<file path="config.mk">
export PLATFORM = sky130hd
export DESIGN_NAME = ram_pingpong_sched_flat
export DESIGN_NICKNAME = d
export VERILOG_FILES = /design/src/rtl/ram_pingpong_sched_if.sv /design/src/rtl/ram_pingpong_sched.sv /design/src/flat_wrapper.sv
export SDC_FILE = /design/constraint.sdc
export NUM_CORES = 1
export LEC_CHECK = 0
export ABC_AREA = 0
export BUFFER_PORTS_ARGS = -buffer_cell sky130_fd_sc_hd__buf_4
export CAP_MARGIN = 0
export CORE_MARGIN = 5
export CORE_UTILIZATION = 40
export DETAILED_ROUTE_END_ITERATION = 16
export PLACE_DENSITY = 0.75
export SKIP_LAST_GASP = 1
export SYNTH_ARGS = -nofsm -noshare
export SYNTH_HDL_FRONTEND = slang
export SYNTH_SLANG_ARGS = --single-unit
</file>
<file path="constraint.sdc">
create_clock -name clk -period 1.6 [get_ports clk]
set_input_delay 0.16 -clock clk [delete_from_list [all_inputs] [get_ports clk]]
set_output_delay 0.16 -clock clk [all_outputs]
set_load 0.01 [all_outputs]
</file>
<file path="src/rtl/ram_pingpong_sched_if.sv">
// Bus bundle between the write controller, the ping-pong scheduler and the
// matrix RAM / reader. The scheduler uses the slave side; the driving
// environment uses the master side.
interface ram_pingpong_sched_if #(
   parameter int DW = 32,
   parameter int SW = 2
);
   // write stream from the write controller
   logic          in_wr_en;
   logic [SW-1:0] in_wr_strb;
   logic [3:0]    in_wr_addr;
   logic [DW-1:0] in_wr_data;
   logic          in_frame_done;
   logic          in_ready;
   // RAM write port
   logic          bank_wr_en;
   logic [SW-1:0] bank_wr_strb;
   logic [4:0]    bank_wr_addr;
   logic [DW-1:0] bank_wr_data;
   // reader handshake and RAM read port
   logic          mat_valid;
   logic          rd_start;
   logic          bank_rd_en;
   logic [4:0]    bank_rd_addr;
   logic          rd_sop;
   logic          rd_eop;
   // sticky overflow flag
   logic          ovf;

   modport slave (
      input  in_wr_en, in_wr_strb, in_wr_addr, in_wr_data, in_frame_done, rd_start,
      output in_ready, bank_wr_en, bank_wr_strb, bank_wr_addr, bank_wr_data,
             mat_valid, bank_rd_en, bank_rd_addr, rd_sop, rd_eop, ovf
   );

   modport master (
      output in_wr_en, in_wr_strb, in_wr_addr, in_wr_data, in_frame_done, rd_start,
      input  in_ready, bank_wr_en, bank_wr_strb, bank_wr_addr, bank_wr_data,
             mat_valid, bank_rd_en, bank_rd_addr, rd_sop, rd_eop, ovf
   );
endinterface

</file>
<file path="src/rtl/ram_pingpong_sched.sv">
// Ping-pong scheduler: two matrix banks in one 32-entry RAM (bank = addr[4]).
// The writer fills one bank while the reader drains the other; full_cnt
// tracks how many completed banks are waiting or being read.
module ram_pingpong_sched #(
   parameter int DEPTH = 9,
   parameter int DW    = 32,
   parameter int SW    = 2
) (
   input  logic                   clk,
   input  logic                   rst,
   ram_pingpong_sched_if.slave    bus
);
   typedef enum logic {IDLE, READ} rd_state_e;

   localparam logic [3:0] LAST_ENTRY = 4'(DEPTH - 1);

   rd_state_e     state_q, state_d;
   logic [3:0]    entry_q, entry_d;
   logic          rd_bank_q, rd_bank_d;
   logic          wr_bank_q, wr_bank_d;
   logic [1:0]    full_cnt_q, full_cnt_d;
   logic          ovf_q, ovf_d;

   logic          bank_wr_en_q;
   logic [SW-1:0] bank_wr_strb_q;
   logic [4:0]    bank_wr_addr_q;
   logic [DW-1:0] bank_wr_data_q;

   logic ready;
   logic wr_accept;
   logic fd_accept;
   logic reading;
   logic last_beat;
   logic mat_valid;

   // handshake decode, all derived from registered state
   assign ready     = (full_cnt_q != 2'd2);
   assign wr_accept = bus.in_wr_en & ready;
   assign fd_accept = bus.in_frame_done & ready;
   assign reading   = (state_q == READ);
   assign last_beat = reading && (entry_q == LAST_ENTRY);
   assign mat_valid = (state_q == IDLE) && (full_cnt_q != 2'd0);

   assign bus.in_ready     = ready;
   assign bus.mat_valid    = mat_valid;
   assign bus.bank_rd_en   = reading;
   assign bus.bank_rd_addr = reading ? {rd_bank_q, entry_q} : 5'd0;
   assign bus.rd_sop       = reading && (entry_q == 4'd0);
   assign bus.rd_eop       = last_beat;
   assign bus.ovf          = ovf_q;
   assign bus.bank_wr_en   = bank_wr_en_q;
   assign bus.bank_wr_strb = bank_wr_strb_q;
   assign bus.bank_wr_addr = bank_wr_addr_q;
   assign bus.bank_wr_data = bank_wr_data_q;

   // read FSM next state: walk entries 0..DEPTH-1 of rd_bank, then release it
   always_comb begin
      state_d   = state_q;
      entry_d   = entry_q;
      rd_bank_d = rd_bank_q;
      case (state_q)
         IDLE: begin
            if (bus.rd_start && mat_valid) begin
               state_d = READ;
               entry_d = 4'd0;
            end
         end
         READ: begin
            if (last_beat) begin
               state_d   = IDLE;
               entry_d   = 4'd0;
               rd_bank_d = ~rd_bank_q;
            end else begin
               entry_d = entry_q + 4'd1;
            end
         end
         default: begin
            state_d = IDLE;
            entry_d = 4'd0;
         end
      endcase
   end

   // bank occupancy: a frame completion and a release in one cycle cancel out
   always_comb begin
      full_cnt_d = full_cnt_q;
      case ({fd_accept, last_beat})
         2'b10:   full_cnt_d = full_cnt_q + 2'd1;
         2'b01:   full_cnt_d = full_cnt_q - 2'd1;
         default: full_cnt_d = full_cnt_q;
      endcase
      wr_bank_d = wr_bank_q ^ fd_accept;
      ovf_d     = ovf_q | ((bus.in_wr_en | bus.in_frame_done) & ~ready);
   end

   // control state registers
   always_ff @(posedge clk or posedge rst) begin
      if (rst) begin
         state_q    <= IDLE;
         entry_q    <= 4'd0;
         rd_bank_q  <= 1'b0;
         wr_bank_q  <= 1'b0;
         full_cnt_q <= 2'd0;
         ovf_q      <= 1'b0;
      end else begin
         state_q    <= state_d;
         entry_q    <= entry_d;
         rd_bank_q  <= rd_bank_d;
         wr_bank_q  <= wr_bank_d;
         full_cnt_q <= full_cnt_d;
         ovf_q      <= ovf_d;
      end
   end

   // registered write pass-through; the address uses the pre-toggle wr_bank
   always_ff @(posedge clk or posedge rst) begin
      if (rst) begin
         bank_wr_en_q   <= 1'b0;
         bank_wr_strb_q <= '0;
         bank_wr_addr_q <= 5'd0;
         bank_wr_data_q <= '0;
      end else if (wr_accept) begin
         bank_wr_en_q   <= 1'b1;
         bank_wr_strb_q <= bus.in_wr_strb;
         bank_wr_addr_q <= {wr_bank_q, bus.in_wr_addr};
         bank_wr_data_q <= bus.in_wr_data;
      end else begin
         bank_wr_en_q   <= 1'b0;
         bank_wr_strb_q <= '0;
         bank_wr_addr_q <= 5'd0;
         bank_wr_data_q <= '0;
      end
   end
endmodule
</file>
<file path="src/flat_wrapper.sv">
// flat-port wrapper written by rule: the top's interface ports become plain ports
module ram_pingpong_sched_flat 
#(
   parameter int DEPTH = 9,
   parameter int DW    = 32,
   parameter int SW    = 2
)
  (clk, rst, bus_in_wr_en, bus_in_wr_strb, bus_in_wr_addr, bus_in_wr_data, bus_in_frame_done, bus_rd_start, bus_in_ready, bus_bank_wr_en, bus_bank_wr_strb, bus_bank_wr_addr, bus_bank_wr_data, bus_mat_valid, bus_bank_rd_en, bus_bank_rd_addr, bus_rd_sop, bus_rd_eop, bus_ovf);
  ram_pingpong_sched_if #(.DW(DW), .SW(SW)) bus_i ();
  input  logic clk;
  input  logic rst;
  input wire logic [$bits(bus_i.in_wr_en)-1:0] bus_in_wr_en;
  input wire logic [$bits(bus_i.in_wr_strb)-1:0] bus_in_wr_strb;
  input wire logic [$bits(bus_i.in_wr_addr)-1:0] bus_in_wr_addr;
  input wire logic [$bits(bus_i.in_wr_data)-1:0] bus_in_wr_data;
  input wire logic [$bits(bus_i.in_frame_done)-1:0] bus_in_frame_done;
  input wire logic [$bits(bus_i.rd_start)-1:0] bus_rd_start;
  output wire logic [$bits(bus_i.in_ready)-1:0] bus_in_ready;
  output wire logic [$bits(bus_i.bank_wr_en)-1:0] bus_bank_wr_en;
  output wire logic [$bits(bus_i.bank_wr_strb)-1:0] bus_bank_wr_strb;
  output wire logic [$bits(bus_i.bank_wr_addr)-1:0] bus_bank_wr_addr;
  output wire logic [$bits(bus_i.bank_wr_data)-1:0] bus_bank_wr_data;
  output wire logic [$bits(bus_i.mat_valid)-1:0] bus_mat_valid;
  output wire logic [$bits(bus_i.bank_rd_en)-1:0] bus_bank_rd_en;
  output wire logic [$bits(bus_i.bank_rd_addr)-1:0] bus_bank_rd_addr;
  output wire logic [$bits(bus_i.rd_sop)-1:0] bus_rd_sop;
  output wire logic [$bits(bus_i.rd_eop)-1:0] bus_rd_eop;
  output wire logic [$bits(bus_i.ovf)-1:0] bus_ovf;
  assign bus_i.in_wr_en = bus_in_wr_en;
  assign bus_i.in_wr_strb = bus_in_wr_strb;
  assign bus_i.in_wr_addr = bus_in_wr_addr;
  assign bus_i.in_wr_data = bus_in_wr_data;
  assign bus_i.in_frame_done = bus_in_frame_done;
  assign bus_i.rd_start = bus_rd_start;
  assign bus_in_ready = bus_i.in_ready;
  assign bus_bank_wr_en = bus_i.bank_wr_en;
  assign bus_bank_wr_strb = bus_i.bank_wr_strb;
  assign bus_bank_wr_addr = bus_i.bank_wr_addr;
  assign bus_bank_wr_data = bus_i.bank_wr_data;
  assign bus_mat_valid = bus_i.mat_valid;
  assign bus_bank_rd_en = bus_i.bank_rd_en;
  assign bus_bank_rd_addr = bus_i.bank_rd_addr;
  assign bus_rd_sop = bus_i.rd_sop;
  assign bus_rd_eop = bus_i.rd_eop;
  assign bus_ovf = bus_i.ovf;
  ram_pingpong_sched #(.DEPTH(DEPTH), .DW(DW), .SW(SW)) u_core (.clk(clk), .rst(rst), .bus(bus_i));
endmodule
</file>
# Word-level counts from Yosys, hierarchy flattened
# Index checks and enable logic that the tools add are counted.
[classes]
n_eq_ne = 5
n_reduce_logical = 8
add_sub_neg = 3
bitwise = 9
n_mux = 12
[ops]
columns = ["cell", "n"]
rows = [
  ["32-bit two-way mux", 1],
  ["5-bit two-way mux", 2],
  ["4-bit two-way mux", 2],
  ["4-bit one-hot mux with 2 select lines", 1],
  ["4-bit by 1-bit adder with 4-bit output, second input constant", 1],
  ["4-bit equality test, second input constant", 1],
  ["1-bit logical AND", 4],
  ["4-bit zero test", 1],
  ["2-bit != test, second input constant", 2],
  ["2-bit one-hot mux with 2 select lines", 1],
  ["2-bit nonzero test", 2],
  ["1-bit bitwise AND", 3],
  ["1-bit two-way mux", 3],
  ["1-bit NOT", 3],
  ["2-bit by 1-bit adder with 2-bit output, second input constant", 1],
  ["2-bit by 1-bit equality test with 1-bit output, second input constant", 1],
  ["2-bit equality test, second input constant", 1],
  ["2-bit two-way mux", 1],
  ["1-bit OR", 2],
  ["1-bit one-hot mux with 2 select lines", 1],
  ["2-bit AND reduction", 1],
  ["2-bit by 1-bit subtractor with 2-bit output, second input constant", 1],
  ["1-bit bitwise XOR", 1],
]
[word_totals]
inputBits = 43
word_cells = 47
reg_bits = 50
output_inout_bits = 51

# Depth between registers and ports, before layout
[depth]
word_depth = 5
mapped_depth = 8
ltp_nobuf = 8

# Least setup slack after synthesis
# No wires, ideal clock.
[synth_path]
path_type = "flip-flop to flip-flop"
startpoint = "register u_core.entry_q[0]"
endpoint = "register u_core.full_cnt_q[1]"
setup_slack_ns = -0.098
period_less_slack_ns = 1.698
t_arrival_ns = 1.619
n_path_buf = 0
required_time_ns = 1.521
setup_ns = 0.079
stages_incl_launch_ff = 8
cell_sequence = "dfrtp_1 inv_1 ha_1 nor2b_1 and3_1 ha_1 nor2_1 xor2_1"
[synth_via]
elab_chain_cells = 4
elab_cells_between_ends = 6
classes_between = "eq/ne (3); mux (1); reduce/logical (2)"
[synth_rtl]
columns = ["item", "line_no", "rtl"]
rows = [
  ["from (decl)", "ram_pingpong_sched.sv:18", "logic [3:0] entry_q, entry_d;"],
  ["from (signal assigned)", "ram_pingpong_sched.sv:107", "entry_q <= entry_d;"],
  ["4-bit equality test (*)", "ram_pingpong_sched.sv:41", "assign last_beat = reading && (entry_q == LAST_ENTRY);"],
  ["1-bit logical AND (*)", "ram_pingpong_sched.sv:41", ""],
  ["net bus_rd_eop", "flat_wrapper.sv:27", "output wire logic [$bits(bus_i.rd_eop)-1:0] bus_rd_eop;"],
  ["2-bit by 1-bit equality test with 1-bit output or 2-bit equality test (tied branches)", "ram_pingpong_sched.sv:87", "case ({fd_accept, last_beat})"],
  ["2-bit one-hot mux with 2 select lines or 2-bit nonzero test (tied branches)", "-", ""],
  ["to (signal assigned)", "ram_pingpong_sched.sv:110", "full_cnt_q <= full_cnt_d;"],
  ["to (decl)", "ram_pingpong_sched.sv:21", "logic [1:0] full_cnt_q, full_cnt_d;"],
]
# The timed path passes the listed nets; every way through them passes the cells marked *.
# A chain may end at the register's enable or synchronous reset.

# Final worst setup path
[layout_path]
startpoint = "register u_core.entry_q[0]"
endpoint = "output bus_rd_eop"
[layout_via]
elab_chain_cells = 2
[layout_rtl]
columns = ["item", "line_no"]
rows = [
  ["4-bit equality test", "ram_pingpong_sched.sv:41"],
  ["1-bit logical AND", "ram_pingpong_sched.sv:41"],
  ["to (decl)", "flat_wrapper.sv:27"],
]
# No other way between the ends.

==> flow_metrics.py <==
metrics = {
    "status": {
        "outcome": "completed",
    },
    "global_routing": {
        "grt_pass1_vias": 1463,
        "grt_pass1_wl_mm": 7.583,
        "grt_util_all_layers": 0.1587,
        "grt_max_degree": 43,
        "antenna_found_initial": 0,
        "grt_overflow": 0,
    },
    "timing": {
        "finalCritPeriodShare": 0.9969,
        "fmax_ghz": 0.6269,
        "hold_violations": 0,
        "min_period_ns": 1.595,
        "slew_headroom": 0.7314,
        "clock_skew_ns": 0.005294,
        "setup_viol": 0,
        "tightest_slew_ns": 0.4022,
        "finalSetupTns_ns": 0,
        "grt_setup_unrepaired": "yes",
        "finalMaxSlewViolations": 0,
    },
    "layout": {
        "drive_above_1_share": 0.5061,
        "layout.nets": 290,
        "diodes": 0,
        "post-route-util": 0.6398,
        "regArea_mm2": 0.001251,
        "area_growth_pct": 53.35,
        "multi_input_area_um2": 541.8,
        "final_area_mm2": 0.002805,
        "fillerInstances": 361,
    },
    "cts": {
        "clock_latency_ns": 0.30,
        "cts_sinks": 50,
        "cts_buffers": 5,
        "path_clk_slew_ns": 0.09,
        "cts_max_level": 2,
        "clockBufferDepth": 2,
        "root_buffer": "clkbuf_8",
        "cts_tree": "built",
    },
    "detailed_routing": {
        "viasPerCell": 4.710,
        "routed_wl_mm": 4.555,
        "wire_per_inst_um": 15.34,
        "drc": 0,
        "routed-via-count": 1399,
        "firstDrtPassIters": 4,
        "drt_iter0_drc": 64,
        "ant_nets": 0,
    },
    "die": {
        "initial_core_util": 0.4172,
        "dieArea_mm2": 0.006026,
        "ios": 94,
        "fp.dieH_um": 77.63,
        "row_count": 24,
        "core_area_mm2": 0.004384,
        "die_x_um": 77.63,
    },
    "critical_path": {
        "worstPathRequired_ns": 1.44,
        "worstPathMaxFanout": 2,
        "start_kind": "flip-flop",
        "cp-end-kind": "primary output",
        "ff2ff_path_depth": 8,
        "arrival_ns": 1.44,
        "path_cells": "inv_2 -> ha_4 -> nor2b_4 -> and3_4 -> buf_6 -> buf_4",
        "crit_path_top_delay_cell": "dfrtp_1",
        "critical_path_class": "reg2out",
        "critPathMaxStageDelay_ns": 0.40,
    },
    "synthesis": {
        "syn_inst": 140,
        "synth_edf_count": 0,
        "synth.most_common_cell": "dfrtp_1",
        "yosysSeqAreaShare": 0.6840,
        "ys.flop_type": "dfrtp_1",
        "synth_area_mm2": 0.001829,
        "netlist.area_leader.share": 0.6840,
        "synth-seq-cells": 50,
        "ys_types": 26,
        "synth-async-reset-ratio": 1.000,
        "ys_warn_count": 0,
        "avgSynthCellArea_um2": 13.07,
        "netlist_top_cells_count": "dfrtp_1, and3_1, and2_1",
        "ys_top_cells_by_area": "dfrtp_1, and3_1, and2_1, ha_1, xnor2_1",
        "syn-num-nets": 186,
        "yosysTopAreaCell": "dfrtp_1",
    },
    "run": {
        "cap_violations": 0,
    },
    "power": {
        "p_leak_nw": 1.578,
        "power_per_cell_area_mw_per_mm2": 1549,
        "ir_worst_vdd_mv": 1.208,
        "power_mw": 4.344,
    },
    "placement": {
        "portBuffers": 93,
        "place_area_mm2": 0.002623,
        "dp_hpwl_mm": 3.324,
        "place_congestion": 0.7876,
    },
    "hold_path": {
        "hold_class": "in2reg",
        "hold_depth": 2,
    },
}
[worst max-delay path, delay by kind of cell, from the launching register on]
family	cells	cell delay (ns)
buffers and inverters	3	0.27
flip-flops	1	0.40
adder cells (fa/ha/maj)	1	0.13
AND/OR/NAND/NOR	2	0.34
[report_power, final]
group	leakage (nW)	switching [mW]	internal, mW
clock	0.0514	0.396	0.466
sequential	0.639	0.181	1.55
combinational	0.888	0.778	0.974
total	1.58	1.35	2.99
[kinds of logic (layout without fill, tap and decap cells)]
kind of cell    Yosys count  after routing  synth area share
simple gates             60             60            0.1984
xor+xnor                  5              5           0.02394
buf+inv                  14            119           0.03351
mux                       1              1          0.006156
fa+ha+maj                 3              3           0.02052
compound gates            7              7           0.03352
flops                    50             50            0.6840
[layout by cell type, fill, tap and decap left out]
cell and instances:
nor2_1 5, clkbuf_8 5, nand2_1 3, ha_4 1, and3_4 1, inv_2 3, a221o_2 1, clkinvlp_4 1
ha_1 2, nor2b_1 1, xor2_1 2, nor2_2 1, bufinv_16 1, buf_12 1, buf_6 2, and3_2 1
o21bai_1 1, dlygate4sd3_1 1, mux2_2 1, nor2b_4 1, clkbuf_1 1, nor3_1 1, and2_1 6, o21a_1 1
xnor2_1 3, a22o_2 1, a221o_1 1, a21boi_0 1, a211oi_1 1, nand2b_4 1, inv_1 2, buf_4 102
dfrtp_1 50, and3_1 39
[area by class of cell]
class	instances	share of cell area
sequential	50	0.4460
clock inverter	2	0.01338
tap	52	0.02319
clock buffer	6	0.02587
multi-input combinational	76	0.1931
inverter	5	0.006690
timing repair buffer	106	0.2917
[sequential cells by signal, indices dropped and copies added (netlist names)]
name,flops
u_core.bus.bank_wr_en,1
u_core.full_cnt_q,2
u_core.rd_bank_q,1
u_core.bus.bank_wr_addr,5
u_core.bus.ovf,1
u_core.bus.bank_wr_data,32
u_core.wr_bank_q,1
u_core.bus.bank_rd_en,1
u_core.bus.bank_wr_strb,2
u_core.entry_q,4
[through the flow]
stage | setup WS (ns) | hold slack, ns | cells
CTS | 0.002577 | 0.08048 | 295
finish | 0.004923 | 0.08700 | 297
floorplan | 0.003237 | 0.3132 | 140
detailed placement | -0.05948 | 0.1806 | 283
global placement | 0.05247 | 0.1739 | 283
global route | -0.08661 | 0.07691 | 297
[per-layer routing]
metal | share of wire | GRT usage | vias up
met3 | 0.078 | 0.04977 | 10
li1 | - | - | 676
met4 | 0.027 | 0.05842 | 0
met2 | 0.52 | 0.2613 | 53
met1 | 0.38 | 0.1955 | 660
met5 | 0 | 0 | -
[path summary, 6_finish.rpt]
check | from | end | slack (ns)
worst max register to register | u_core.entry_q[0] | u_core.full_cnt_q[1] | 0.03
max in group asynchronous | rst | u_core.bus.bank_wr_data[22] | 0.70
worst min register to register | u_core.wr_bank_q | u_core.wr_bank_q | 0.47
worst max-delay path | u_core.entry_q[0] | bus_rd_eop | 0.005
worst min-delay path | bus_in_wr_data[29] | u_core.bus.bank_wr_data[29] | 0.09
min in group asynchronous | rst | u_core.bus.bank_wr_data[9] | 0.41
[what timing repair did]
item | 4_1_cts | 5_1_grt
hold buffers | 1 | 0
setup buffers | 3 | 2
setup endpoints to repair | 3 | 4
resized for setup | 5 | 2
endpoints found under the hold margin | 18 | 0
pin swaps | 0 | 2
gates cloned | 0 | 0
Note: power is estimated with default switching activity, not from simulation.
